--- config.mk ---
export PLATFORM = sky130hd
export DESIGN_NAME = des_key_schedule_pipelined_flat
export DESIGN_NICKNAME = d
export VERILOG_FILES = /design/src/rtl/des_key_schedule_pipelined_if.sv /design/src/rtl/des_key_schedule_pipelined.sv /design/src/flat_wrapper.sv
export SDC_FILE = /design/constraint.sdc
export NUM_CORES = 1
export LEC_CHECK = 0
export CAP_MARGIN = 5
export CORE_AREA = 5 5 333 335
export CTS_BUF_LIST = sky130_fd_sc_hd__clkbuf_16
export DETAILED_ROUTE_END_ITERATION = 8
export DIE_AREA = 0 0 338 340
export SLEW_MARGIN = 15
export SYNTH_ARGS = -nofsm -noshare
export SYNTH_HDL_FRONTEND = slang
export SYNTH_SLANG_ARGS = --single-unit
--- constraint.sdc ---
create_clock -name clk -period 1.82 [get_ports clk]
set_clock_uncertainty 0.1 [all_clocks]
set_input_delay 0.273 -clock clk [delete_from_list [all_inputs] [get_ports clk]]
set_output_delay 0.273 -clock clk [all_outputs]
set_load 0.1 [all_outputs]
--- src/rtl/des_key_schedule_pipelined_if.sv ---
// Handshake and key bus between the key-schedule pipeline and the upstream block source.
// The master drives key material; the slave (the schedule) returns per-stage round keys.
interface des_key_schedule_pipelined_if;
  logic         enable;
  logic         i_valid;
  logic         decrypt;
  logic [1:64]  key_in;
  logic [1:768] Kn_bus;
  logic [1:16]  k_valid;

  modport master (
    output enable,
    output i_valid,
    output decrypt,
    output key_in,
    input  Kn_bus,
    input  k_valid
  );

  modport slave (
    input  enable,
    input  i_valid,
    input  decrypt,
    input  key_in,
    output Kn_bus,
    output k_valid
  );
endinterface

--- src/rtl/des_key_schedule_pipelined.sv ---
// Sixteen-stage DES key schedule that runs in lock-step with the round pipeline.
// Each stage carries its own C/D halves and mode bit, so encrypt and decrypt blocks interleave freely.
module des_key_schedule_pipelined (
  input  logic                         clk,
  input  logic                         rst_n,
  des_key_schedule_pipelined_if.slave  bus
);

  function automatic logic [1:2] enc_amt(input int n);
    logic [1:2] a;
    case (n)
      1, 2, 9, 16: a = 2'd1;
      default:     a = 2'd2;
    endcase
    return a;
  endfunction

  function automatic logic [1:2] dec_amt(input int n);
    logic [1:2] a;
    case (n)
      1:           a = 2'd0;
      2, 9, 16:    a = 2'd1;
      default:     a = 2'd2;
    endcase
    return a;
  endfunction

  function automatic logic [1:28] rot28(input logic [1:28] c, input logic left, input logic [1:2] amt);
    logic [1:28] r;
    case ({left, amt})
      3'b101:  r = {c[2:28], c[1]};
      3'b110:  r = {c[3:28], c[1:2]};
      3'b001:  r = {c[28], c[1:27]};
      3'b010:  r = {c[27:28], c[1:26]};
      default: r = c;
    endcase
    return r;
  endfunction

  function automatic logic [1:56] stage_rot(input logic [1:56] cd, input logic dec,
                                            input logic [1:2] e_amt, input logic [1:2] d_amt);
    logic [1:2] amt;
    amt = dec ? d_amt : e_amt;
    return {rot28(cd[1:28], !dec, amt), rot28(cd[29:56], !dec, amt)};
  endfunction

  function automatic logic [1:56] pc1(input logic [1:64] k);
    return {k[57], k[49], k[41], k[33], k[25], k[17], k[9],
            k[1],  k[58], k[50], k[42], k[34], k[26], k[18],
            k[10], k[2],  k[59], k[51], k[43], k[35], k[27],
            k[19], k[11], k[3],  k[60], k[52], k[44], k[36],
            k[63], k[55], k[47], k[39], k[31], k[23], k[15],
            k[7],  k[62], k[54], k[46], k[38], k[30], k[22],
            k[14], k[6],  k[61], k[53], k[45], k[37], k[29],
            k[21], k[13], k[5],  k[28], k[20], k[12], k[4]};
  endfunction

  function automatic logic [1:48] pc2(input logic [1:56] c);
    return {c[14], c[17], c[11], c[24], c[1],  c[5],
            c[3],  c[28], c[15], c[6],  c[21], c[10],
            c[23], c[19], c[12], c[4],  c[26], c[8],
            c[16], c[7],  c[27], c[20], c[13], c[2],
            c[41], c[52], c[31], c[37], c[47], c[55],
            c[30], c[40], c[51], c[45], c[33], c[48],
            c[44], c[49], c[39], c[56], c[34], c[53],
            c[46], c[42], c[50], c[36], c[29], c[32]};
  endfunction

  logic [1:15][1:56] cd_q;
  logic [1:15][1:56] cd_d;
  logic [1:15]       mode_q;
  logic [1:15]       mode_d;
  logic [1:15]       v_q;
  logic [1:15]       v_d;

  logic [1:16][1:56] cd_in_s;
  logic [1:16][1:56] cd_out_s;
  logic [1:16]       mode_in_s;
  logic [1:768]      kn_bus_s;

  // Stage 1 takes PC-1 of the live key; later stages take the previous stage's register.
  assign cd_in_s   = {pc1(bus.key_in), cd_q};
  assign mode_in_s = {bus.decrypt, mode_q};

  for (genvar n = 1; n <= 16; n++) begin : g_stage
    localparam logic [1:2] E_AMT = enc_amt(n);
    localparam logic [1:2] D_AMT = dec_amt(n);
    assign cd_out_s[n]                    = stage_rot(cd_in_s[n], mode_in_s[n], E_AMT, D_AMT);
    assign kn_bus_s[48*(n-1)+1 +: 48]     = pc2(cd_out_s[n]);
  end

  assign cd_d   = cd_out_s[1:15];
  assign mode_d = mode_in_s[1:15];
  assign v_d    = {bus.i_valid, v_q[1:14]};

  assign bus.Kn_bus  = kn_bus_s;
  assign bus.k_valid = {bus.i_valid, v_q};

  // Valid shift register: reset discards every in-flight block and wins over a stall.
  always_ff @(posedge clk) begin
    if (!rst_n) begin
      v_q <= 15'd0;
    end else if (bus.enable) begin
      v_q <= v_d;
    end else begin
      v_q <= v_q;
    end
  end

  // Key halves and mode travel with their block; contents are don't-care when not valid.
  always_ff @(posedge clk) begin
    if (bus.enable) begin
      cd_q   <= cd_d;
      mode_q <= mode_d;
    end else begin
      cd_q   <= cd_q;
      mode_q <= mode_q;
    end
  end

endmodule

--- src/flat_wrapper.sv ---
// flat-port wrapper written by rule: the top's interface ports become plain ports
module des_key_schedule_pipelined_flat 
  (clk, rst_n, bus_enable, bus_i_valid, bus_decrypt, bus_key_in, bus_Kn_bus, bus_k_valid);
  des_key_schedule_pipelined_if bus_i ();
  input  logic clk;
  input  logic rst_n;
  input wire logic [$bits(bus_i.enable)-1:0] bus_enable;
  input wire logic [$bits(bus_i.i_valid)-1:0] bus_i_valid;
  input wire logic [$bits(bus_i.decrypt)-1:0] bus_decrypt;
  input wire logic [$bits(bus_i.key_in)-1:0] bus_key_in;
  output wire logic [$bits(bus_i.Kn_bus)-1:0] bus_Kn_bus;
  output wire logic [$bits(bus_i.k_valid)-1:0] bus_k_valid;
  assign bus_i.enable = bus_enable;
  assign bus_i.i_valid = bus_i_valid;
  assign bus_i.decrypt = bus_decrypt;
  assign bus_i.key_in = bus_key_in;
  assign bus_Kn_bus = bus_i.Kn_bus;
  assign bus_k_valid = bus_i.k_valid;
  des_key_schedule_pipelined u_core (.clk(clk), .rst_n(rst_n), .bus(bus_i));
endmodule
==> metrics.md <==
| Metric | Value |
|---|---|
| Status | `finished with violations` |
| Failing checks | `negative setup slack` |
| Hold Slack | `around 0.058 ns` |
| Mapped Area | `42700 µm²` |
| Syn Inst Count | `approximately 2600` |
| Final slew viol count | `0` |
| Setup ws final | `-0.588 ns` |
| Relative max-transition margin | `between 70% and 80%` |
| Worst slack at placement | `slightly below 0.1 ns` |
| Number of global-route vias before repair | `23096` |
| Post-Route Utilization | `57.4%` |
| Final period utilization | `132%` |
| Clk sinks | `870` |
| Synth unique cells | `10` |
| Finished Cell Area | `61900 µm²` |
| Crit path time final | `about 2.4 ns` |
| Slowest stage cell on the critical path | `edfxtp_1` |
| Worst path cell trace | `buf_8 -> buf_12 -> mux2_2 -> buf_12` |
| Peak supply drop | `0.686 mV` |
| Critical path type | `reg2out` |
| Layout cell share with drive strength beyond 1 | `between 60% and 70%` |
| Synthesized Nets | `2676` |
| P&R area growth vs syn | `44.9%` |
| DRC | `0` |
| Seq/Total Area, Yosys | `60.8%` |
| Worst skew pair latency | `between 0.6 and 0.7 ns` |
| Die height | `~340 µm` |
| CP max FO | `11` |
| HP Class | `in2reg` |
| CTS tree | `built` |
| Number of CTS-inserted buffers | `96` |
| Pwr/cell area | `1180 nW/µm²` |
| Largest buffer count on any clock path | `3` |
| Placer congestion estimate | `0.950` |
| Rows | `121` |
| Crit start category | `flop` |
| Max-Cap Viols | `0` |
| CTS H-tree lvls | `3` |
| Total GRT Usage | `around 20%` |
| Dpl cell area | `55400 µm²` |
| Initial antenna violation count | `6` |
| Grt total ovfl | `0` |
| Core Area | `108000 µm²` |
| Leak | `24.5 nW` |
| Global-route wire length before repair | `roughly 170 mm` |
| Largest net degree at the start of global routing | `70` |
| Flip-flop and latch count after synthesis | `870` |
| Die area | `115000 µm²` |
| Via/cell ratio | `4.77` |
| Warnings from Yosys | `0` |
| Die span in x | `about 340 µm` |
| Final setup violation count | `around 700` |
| Drt total wl | `123 mm` |
| Worst-path clk slew | `around 0.060 ns` |
| 1st-iter DRT viols | `940` |
| I/O pin count | `853` |
| Worst Path Arrival | `2.04 ns` |
| Final net count | `3009` |
| Crit. End Element | `output port` |
| Tightest Pin Transition | `0.444 ns` |
| Detailed Place HPWL | `91.0 mm` |
| RSZ-0062 raised after global routing | `true` |
| First-pass iteration count of the detailed router | `4` |
| Vias | `21151` |
| Final Hold Viols | `0` |
| Buf/Inv on CP | `3` |
| Required @ worst endpoint | `1.45 ns` |
| Mapped Avg Cell Area | `between 15 and 20 µm²` |
| Starting Density | `39.6%` |
| CTS root buffer | `clkbuf_16` |
| Fmax | `between 400 and 500 MHz` |
| WL per Instance | `27.7 µm` |
| Overall power | `73.1 mW` |
| DRT antenna net count | `0` |
| CP most frequent cell | `buf_12` |
| Port-buffer cells | `about 840` |
| Critical path's top delay family | `buffers and inverters` |
| Largest stage delay on the critical path | `around 0.40 ns` |
==> power breakdown <==
part | switching [mW] | internal (mW) | total (mW)
combinational | 18.7 | 10.2 | 28.9
clock | 7.92 | 11.2 | 19.1
sequential | 0.897 | 24.2 | 25.1
==> cell families (layout without fill, tap and decap cells) <==
| group | after synthesis | in the layout | share of synthesized area (%) |
|---|---|---|---|
| buffers and inverters | 819 | 1228 | 15.0 |
| flip-flops | 870 | 870 | 60.8 |
| multiplexers | 903 | 903 | 24.0 |
| other | 0 | 3 | 0 |
| AND/OR/NAND/NOR | 15 | 15 | 0.220 |
==> per-stage QoR <==
| stage | cells | TNS, ns |
|---|---|---|
| after CTS | 4360 | -406.39 |
| final | 4433 | -356.64 |
| after detailed placement | 4107 | 0 |
| after floorplan | 2607 | 0 |
| after global placement | 4107 | 0 |
| after global routing | 4433 | -406.87 |
==> Yosys cell counts <==
cell / number / area share (%)
mux2_2: 868 / 23
edfxtp_1: 855 / 60
buf_4: 722 / 13
buf_6: 79 / 2.1
mux2_4: 20 / 0.70
buf_2: 17 / 0.20
dfxtp_1: 15 / 0.70
mux2i_1: 15 / 0.35
nor2b_1: 15 / 0.22
clkbuf_1: 1 / 0.0088
==> sequential cells by signal, summed over array words and instances (netlist names) <==
signal          cells
u_core.v_q         15
u_core.cd_in_s    840
u_core.mode_q      15
==> cell type report <==
class	instances	area, µm²
flip-flops and latches	870	26000
fillers	7968	45900
multi-input cells	918	11700
clock inverters	77	663
repair buffers	1054	19300
clock buffers	97	2430
diodes	3	7.51
well taps	1414	1770
==> metal layers <==
layer	GRT usage, %	part of all wire, %
met2	37.5	55
met5	0	0
met3	8.81	9.8
met4	5.96	3.0
met1	19.7	32
==> worst paths after layout <==
check	cells past startpoint	slack, ns	from	endpoint
max	4	-0.59	u_core.mode_q[11]	bus_Kn_bus[200]
min	2	0.06	bus_decrypt	u_core.cd_in_s[809]
max reg2reg	6	0.07	u_core.mode_q[8]	u_core.cd_in_s[366]
min reg2reg	1	0.47	u_core.cd_in_s[743]	u_core.cd_in_s[685]
==> cell usage in the layout, fill, tap and decap left out <==
cell             instances
buf_4                   93
inv_1                   21
buf_12                 834
dlygate4sd3_1            2
edfxtp_1               855
clkinv_2                14
buf_16                  20
buf_8                    8
diode_2                  3
nor2b_1                 15
inv_16                   1
mux2_4                 386
clkinv_8                 2
buf_6                   20
inv_6                    3
buf_2                    1
clkinv_1                22
mux2_2                 502
dfxtp_1                 15
clkdlybuf4s50_1         58
mux2i_1                 15
clkbuf_16              115
clkinvlp_4               3
bufinv_16               11
==> timing repair <==
item                                   in CTS  in global routing
resized for setup                         150                298
setup buffers                              54                 56
endpoints found under the hold margin      18                  0
setup endpoints to repair                 720                720
hold buffers                                2                  0
gates cloned                               23                 25
(Power assumes the default switching activity.)
